`src/rtl/fixed_to_posit_pipe.sv`:
```
// Three-stage pipelined converter: two's-complement fixed-point word
// (value = signed(in_data) * 2^-FRAC) to a posit<N,ES> word of equal width,
// rounded to nearest even, saturating at maxpos/minpos, valid/ready streaming.
module fixed_to_posit_pipe #(
  parameter int N    = 16,
  parameter int FRAC = 8,
  parameter int ES   = 1
) (
  input  logic         clk,
  input  logic         rst,
  input  logic         in_valid,
  output logic         in_ready,
  input  logic [N-1:0] in_data,
  output logic         out_valid,
  input  logic         out_ready,
  output logic [N-1:0] out_data
);

  localparam int PW  = $clog2(N);
  localparam int KW  = $clog2(N) + 2;
  localparam int EFW = ES + N - 1;
  localparam int W   = 2 * N + ES + 2;

  logic                 adv;
  logic                 v1_q, v2_q, v3_q;
  logic                 sign1_q, zero1_q;
  logic [N-1:0]         mag1_q;
  logic                 sign2_q, zero2_q;
  logic signed [KW-1:0] k2_q;
  logic [N-2:0]         f2_q;
  logic [N-1:0]         out_q;

  logic [N-1:0]         mag1_d;
  logic [PW-1:0]        p_d;
  logic [PW-1:0]        sh_d;
  logic signed [KW-1:0] k_d;
  logic [N-2:0]         f_d;

  logic signed [KW-1:0] r_d;
  logic [KW-1:0]        shamt_d;
  logic [KW-1:0]        e_d;
  logic [EFW-1:0]       ef_d;
  logic [W-1:0]         x_d, xs_d;
  logic [N-2:0]         body_d;
  logic                 guard_d, sticky_d;
  logic [N-1:0]         sum_d, pmag_d, res_d;

  // Single global advance: the whole pipe moves or the whole pipe holds.
  assign adv       = !v3_q || out_ready;
  assign in_ready  = adv;
  assign out_valid = v3_q;
  assign out_data  = out_q;

  // Stage 1 magnitude; -2^(N-1) wraps to 2^(N-1) as an unsigned N-bit value.
  always_comb begin
    mag1_d = in_data[N-1] ? -in_data : in_data;
  end

  // Stage 2: msb position, scale and hidden-bit-dropped fraction.
  always_comb begin
    p_d = '0;
    for (int unsigned i = 0; i < N; i++) begin
      if (mag1_q[i]) p_d = PW'(i);
    end
    sh_d = PW'(N - 1) - p_d;
    k_d  = KW'(p_d) - KW'(FRAC);
    f_d  = (N-1)'(mag1_q << sh_d);
  end

  // Stage 3: regime/exponent/fraction packing, RNE rounding, saturation, sign.
  // The regime is produced by shifting a 2-bit seed: "10" shifted arithmetically
  // by r yields r+1 ones then a zero; "01" shifted logically by -r-1 (= ~r)
  // yields -r zeros then a one. Exponent and fraction ride along behind it.
  always_comb begin
    r_d      = k2_q >>> ES;
    shamt_d  = r_d[KW-1] ? ~r_d : r_d;
    e_d      = $unsigned(k2_q) & KW'((1 << ES) - 1);
    ef_d     = (EFW'(e_d) << (N - 1)) | EFW'(f2_q);
    x_d      = {(r_d[KW-1] ? 2'b01 : 2'b10), ef_d, (N+1)'(0)};
    xs_d     = r_d[KW-1] ? (x_d >> shamt_d) : $unsigned($signed(x_d) >>> shamt_d);
    body_d   = xs_d[W-1 -: N-1];
    guard_d  = xs_d[W-N];
    sticky_d = |xs_d[W-N-1:0];
    sum_d    = {1'b0, body_d} + N'(guard_d & (sticky_d | body_d[0]));
    if (sum_d[N-1])       pmag_d = {1'b0, {(N-1){1'b1}}};
    else if (sum_d == '0) pmag_d = N'(1);
    else                  pmag_d = sum_d;
    if (zero2_q)          res_d = '0;
    else if (sign2_q)     res_d = -pmag_d;
    else                  res_d = pmag_d;
  end

  // Valid bits and output word: reset flushes, otherwise shift on advance.
  always_ff @(posedge clk) begin
    if (rst) begin
      v1_q  <= 1'b0;
      v2_q  <= 1'b0;
      v3_q  <= 1'b0;
      out_q <= '0;
    end else if (adv) begin
      v1_q  <= in_valid;
      v2_q  <= v1_q;
      v3_q  <= v2_q;
      out_q <= res_d;
    end
  end

  // Unreset datapath registers, also shifting only on advance.
  always_ff @(posedge clk) begin
    if (adv) begin
      sign1_q <= in_data[N-1];
      zero1_q <= (in_data == '0);
      mag1_q  <= mag1_d;
      sign2_q <= sign1_q;
      zero2_q <= zero1_q;
      k2_q    <= k_d;
      f2_q    <= f_d;
    end
  end

endmodule
```
`config.mk`:
```
export PLATFORM = sky130hd
export DESIGN_NAME = fixed_to_posit_pipe
export DESIGN_NICKNAME = d
export VERILOG_FILES = /design/src/rtl/fixed_to_posit_pipe.sv
export SDC_FILE = /design/constraint.sdc
export NUM_CORES = 1
export LEC_CHECK = 0
export CORE_ASPECT_RATIO = 0.8
export CORE_MARGIN = 3
export CORE_UTILIZATION = 41
export CTS_CLUSTER_DIAMETER = 40
export DETAILED_ROUTE_END_ITERATION = 10
export HOLD_SLACK_MARGIN = 0.12
export SLEW_MARGIN = 5
export SYNTH_ARGS = -nofsm -noshare
export SYNTH_HDL_FRONTEND = slang
export SYNTH_SLANG_ARGS = --single-unit
```
`constraint.sdc`:
```
create_clock -name clk -period 3.98 [get_ports clk]
set_clock_uncertainty 0.05 [all_clocks]
set_input_delay 0.597 -clock clk [delete_from_list [all_inputs] [get_ports clk]]
set_output_delay 0.597 -clock clk [all_outputs]
set_load 0.02 [all_outputs]
```
# Yosys cells after proc, flatten, opt, wreduce, memory -nomap -nowiden
# Cells that the tools add are included.
# word_totals
reg_bits,59
output_inout_bits,18
inputBits,20
# classes
addsub,5
n_mux,23
n_reduce_logical,5
bitwise,4
shift,3
# ops
op,count
$mux 4,14
$mux 15,3
$mux 35,1
$shr 35x6->35,1
$sshr 35x6->35,1
$logic_not 16->1,2
$mux 16,2
$neg 16->16,2
$reduce_or 19->1,1
$add 15x1->16,1
$or 16x15->16,1
$shl 16x4->15,1
$mux 6,1
$not 4->6,1
$sub 4x4->5 const B,1
$sub 4x4->4 const A,1
$mux 2,1
$and 1x1->1,1
$logic_not 1->1,1
$logic_or 1x1->1,1
$mux 1,1
$or 1x1->1,1

# Logic depth before layout (Yosys ltp)
# logic_depth
ltp_word,17
depth_mapped,19
mapped_depth_nobuf,15

# Worst setup path before layout
# Ideal clock, no wire load.
# synth_path
path_type,flip-flop to flip-flop
start,reg k2_q[3]
end,"reg out_q[14], in the netlist out_data[14]"
synth_period_minus_slack_ns,3.749
arrival_time_ns,3.582
path_stages_with_launch,19
path_slack_ns,0.231
required_ns,3.813
setup_time_ns,0.117
cell_sequence,edfxtp_1 > buf_2 > buf_2 > inv_1 > ha_1 > buf_6 > buf_8 > and2_1 > o21ai_0 > o21ai_0 > ha_1 > inv_1 > nor4_1 > o31a_1 > nor4b_4 > nand4_2 > o31ai_2 > xnor2_1 > a22o_1
# synth_between
elab_chain_cells,14
word_cells_on_any_way,15
cone_classes,add/sub (2); shift (2); mux (6); bitwise (3); reduce/logical (2)
# synth_lines
item,line_no,rtl
from (decl),29,logic signed [KW-1:0] k2_q;
from (signal assigned),116,k2_q <= k_d;
$not 4->6,76,shamt_d = r_d[KW-1] ? ~r_d : r_d;
$mux 6 *,76,
$sshr 35x6->35 or $shr 35x6->35 (tied branches),80,xs_d = r_d[KW-1] ? (x_d >> shamt_d) : $unsigned($signed(x_d) >>> shamt_d);
$mux 35 *,80,
$reduce_or 19->1,83,sticky_d = |xs_d[W-N-1:0];
$or 1x1->1,84,"sum_d = {1'b0, body_d} + N'(guard_d & (sticky_d | body_d[0]));"
$and 1x1->1,84,
$add 15x1->16 *,84,
$logic_not 16->1,86,else if (sum_d == '0) pmag_d = N'(1);
$mux 15,86,
$mux 15 *,85,"if (sum_d[N-1]) pmag_d = {1'b0, {(N-1){1'b1}}};"
$neg 16->16,89,else if (sign2_q) res_d = -pmag_d;
$mux 16 *,89,
$mux 16 *,88,if (zero2_q) res_d = '0;
to (signal assigned),104,out_q <= res_d;
to (decl),31,logic [N-1:0] out_q;
# Mark *: on every way between the ends. The rest lies on a longest branch, timed or not.
# A chain may end at the register's enable or synchronous reset.

# Worst setup path in the final report
# layout_path
start,reg k2_q[2]
end,"reg out_q[13], in the netlist out_data[13]"
# The elaborated chain is that of the path after synthesis.

==> results summary <==
The number of hold buffers added after cts came out at 0. From left edge to right edge, the die measures 121 um. The count of unique library cells instantiated by Yosys came out at 76. Dividing total power by cell area gives a power density of 533 nW/um2. The critical path is of the reg2reg type. The transition time at the pin with the least slew margin is 938 ps.

The mean area per synthesized cell came out at 8.98 um2. The worst register-to-register path begins at k2_q[2]$_DFFE_PP_. The buffer depth of the longest clock path came out at 2.

The total length of routed wires is 10.6 mm. IR analysis of the VDD net gives a maximum drop of 0.000294 V. Entering global routing, the biggest net connects 45 pins.

For this run, the total global-route usage over all layers was measured as 0.183. The detailed router placed 3789 vias in this run. The number of filler cells placed in the layout came out at 951. The number of instances in the synthesized netlist came out at 479. Global routing finished with a remaining overflow of 0. The via count of the first global-routing pass was 3407. The sequential area share after synthesis is 0.361. The worst setup path is launched from a register. The row count came out at 32. The number of synthesized flops with an enable pin came out at 39. When the netlist entered floorplanning its net count stood at 503. The share of layout cells above drive strength 1 is 0.121.

The max-slew violation count came to 0. After detailed routing, the average wire length per cell comes to 16.0 um. In this run the worst setup path begins at k2_q[2]$_DFFE_PP_.

The number of cells in the finished layout apart from fillers is 665. The number of endpoints with negative hold slack in the final report is 0. The total placed cells including tap cells is 649. The initial antenna violation count came out at 0. The TritonCTS buffer count is 9.

The routed design could run at a clock period as short as 3700 ps. The number of vias per cell after detailed routing came out at 5.70. The detailed-routing iteration count for the pre-antenna-repair pass is 4. The data arrival time at the worst-slack endpoint is 3880 ps. The final weighted congestion in routability-driven placement came out at 0.905. The analysis attributes to cell leakage a power of 0.00198 uW. The height of the chip is 97.6 um. The clock edge transition at the registers on the reported setup and hold paths is 50 ps.

TritonCTS built the clock tree. The area inside the core boundary is 9930 um2. The H-tree depth came out at 3. The wire length of the first global-routing pass is 17.4 mm. The type of the tightest min-delay check is reg2reg.

Setup violations remaining at the end of the flow were counted as 0. The root buffer cell chosen for the clock tree is sky130_fd_sc_hd__clkbuf_16. The initial utilization of the core area, before any placement, comes to 0.433. The synthesis warning total came out at 0. In this run the most critical hold path is launched from zero1_q$_DFFE_PP_.

Synthesis inferred 58 register bits. 38 I/O pins were placed. The DRC marker count from the first detailed-route iteration came out at 298. The run finished with clean final reports. The area overhead of the layout relative to synthesis is 20.6%.

The type of destination of the critical path is a register. The estimated wirelength of the detail-placed design came out at 8.00 mm. Summing every instance area after synthesis gives 4300 um2. The achievable clock frequency is 270 MHz. In this run the worst path has a maximum fanout of 14. The endpoint required time on the critical path came out at 4150 ps. At the later pin of the worst-skew pair, clock insertion delay measures 330 ps.

Across the run, the number of max-cap violations was 0. 0 antenna diodes ended up in the layout. The number of sinks handled by clock tree synthesis came out at 58. For this run, the leading register cell type out of synthesis is sky130_fd_sc_hd__edfxtp_1. The relative slew slack is 0.369. The async set-or-reset flop fraction in the synthesized netlist is 0.

After detailed routing, the number of remaining DRC violations is 0. The die outline area came out at 11800 um2. The design draws 2770 uW. In this run the tool buffered the top-level ports with 37 buffer cells. The antenna violation net count after detailed routing came out at 0.

The period utilization is 0.930. The number of nets in the layout is 548.
## synth_stat cells, types with 6 or more instances
master / number / share of area
sky130_fd_sc_hd__o21ai_0: 24 / 0.028
sky130_fd_sc_hd__o22ai_1: 7 / 0.010
sky130_fd_sc_hd__mux2_2: 9 / 0.024
sky130_fd_sc_hd__a22oi_1: 6 / 0.010
sky130_fd_sc_hd__clkbuf_1: 8 / 0.0070
sky130_fd_sc_hd__mux2i_1: 29 / 0.067
sky130_fd_sc_hd__nor4_1: 11 / 0.016
sky130_fd_sc_hd__xnor2_1: 20 / 0.041
sky130_fd_sc_hd__a31oi_1: 6 / 0.0087
sky130_fd_sc_hd__edfxtp_1: 39 / 0.27
sky130_fd_sc_hd__inv_1: 21 / 0.018
sky130_fd_sc_hd__o31ai_1: 7 / 0.012
sky130_fd_sc_hd__a211oi_1: 7 / 0.012
sky130_fd_sc_hd__a21oi_1: 28 / 0.033
sky130_fd_sc_hd__nand2b_1: 8 / 0.012
sky130_fd_sc_hd__buf_2: 6 / 0.0070
sky130_fd_sc_hd__dfxtp_1: 19 / 0.088
sky130_fd_sc_hd__nor2_1: 53 / 0.046
sky130_fd_sc_hd__nand2_1: 49 / 0.043
sky130_fd_sc_hd__nand3_1: 10 / 0.012
sky130_fd_sc_hd__xor2_1: 6 / 0.012
sky130_fd_sc_hd__a22o_1: 6 / 0.012
## per-stage QoR
step | hold WS (ps) | util | setup TNS [ps] | area, um2 | setup WS [ps]
final | 370 | 0.523 | 0 | 5190 | 277
after global routing | 383 | 0.523 | -29.4 | 5190 | -29.4
after CTS | 373 | 0.520 | 0 | 5160 | 248
after detailed placement | 361 | 0.489 | 0 | 4850 | 249
after global placement | 357 | 0.489 | 0 | 4850 | 325
after floorplan | 350 | - | 0 | 4300 | 231
## worst max-delay path, cell delays in order (launching register included)
cell	delay [ps]
sky130_fd_sc_hd__edfxtp_1	760
sky130_fd_sc_hd__xor2_4	460
sky130_fd_sc_hd__a211oi_1	130
sky130_fd_sc_hd__a21oi_1	150
sky130_fd_sc_hd__ha_1	220
sky130_fd_sc_hd__inv_1	90
sky130_fd_sc_hd__nor2_1	210
sky130_fd_sc_hd__o21ai_1	200
sky130_fd_sc_hd__nor4_2	300
sky130_fd_sc_hd__xnor2_1	200
sky130_fd_sc_hd__nand4_1	180
sky130_fd_sc_hd__o31ai_1	340
sky130_fd_sc_hd__xnor2_1	100
sky130_fd_sc_hd__a22o_1	200
## report_power, final
group	switching, uW	internal (uW)	total [uW]
Combinational	592	488	1080
Sequential	125	772	898
Clock	276	515	790
## flip-flops by register name, summed over array words and instances (netlist names)
register / cells
mag1_q: 16
out_data: 16
f2_q: 15
k2_q: 4
out_valid: 1
sign1_q: 1
sign2_q: 1
v1_q: 1
v2_q: 1
zero1_q: 1
zero2_q: 1
## layer usage
metal,share of wire,track usage,vias to the layer above,routed length (um)
met2,0.42,0.255,100,4510
met4,0.0076,0.0444,0,81
met1,0.52,0.284,1801,5510
met3,0.049,0.0419,7,516
met5,0,0,-,0
li1,-,-,1881,-
## timing repair
action                                  in CTS  in global routing
gates resized for setup                      0                  5
endpoints found under the hold margin        0                  0
endpoints found under the setup margin       0                  4
buffers inserted                             0                  0
## final timing paths
kind / endpoint / slack (ps) / cells past startpoint
max: out_data[13]$_SDFFE_PP0P_ / 280 / 13
min: zero2_q$_DFFE_PP_ / 370 / 0
max reg2reg: out_data[13]$_SDFFE_PP0P_ / 280 / 13
min reg2reg: zero2_q$_DFFE_PP_ / 370 / 0
## cell type report
cell class / instances / area [um2] / area share
Inverter: 21 / 78.8 / 0.0152
Multi-Input combinational cell: 378 / 2570 / 0.496
Tap cell: 136 / 170 / 0.0328
Timing Repair Buffer: 56 / 513 / 0.0988
Clock inverter: 5 / 52.6 / 0.0101
Clock buffer: 11 / 253 / 0.0487
Sequential cell: 58 / 1550 / 0.299
## kinds of logic after synthesis
group / count (synthesis) / share of synthesized area
adders and majority gates: 5 / 0.0140
DFF: 58 / 0.361
and+or+nand+nor: 173 / 0.207
buffers and inverters: 43 / 0.0506
AOI/OAI and AO/OA: 133 / 0.211
muxes: 39 / 0.0962
xor gates and xnor gates: 28 / 0.0605
## layout by cell type, fill, tap and decap left out, types with 10 or more instances in the layout
master                            synthesis  final
sky130_fd_sc_hd__buf_4                    1     19
sky130_fd_sc_hd__inv_1                   21     21
sky130_fd_sc_hd__a21oi_1                 28     28
sky130_fd_sc_hd__mux2i_1                 29     29
sky130_fd_sc_hd__nor4_1                  11     10
sky130_fd_sc_hd__edfxtp_1                39     39
sky130_fd_sc_hd__nor2_1                  53     53
sky130_fd_sc_hd__dfxtp_1                 19     19
sky130_fd_sc_hd__o21ai_0                 24     24
sky130_fd_sc_hd__nand3_1                 10     10
sky130_fd_sc_hd__xnor2_1                 20     20
sky130_fd_sc_hd__nand2_1                 49     49
sky130_fd_sc_hd__clkdlybuf4s50_1          0     37
Note: power is estimated with default switching activity, not from simulation.
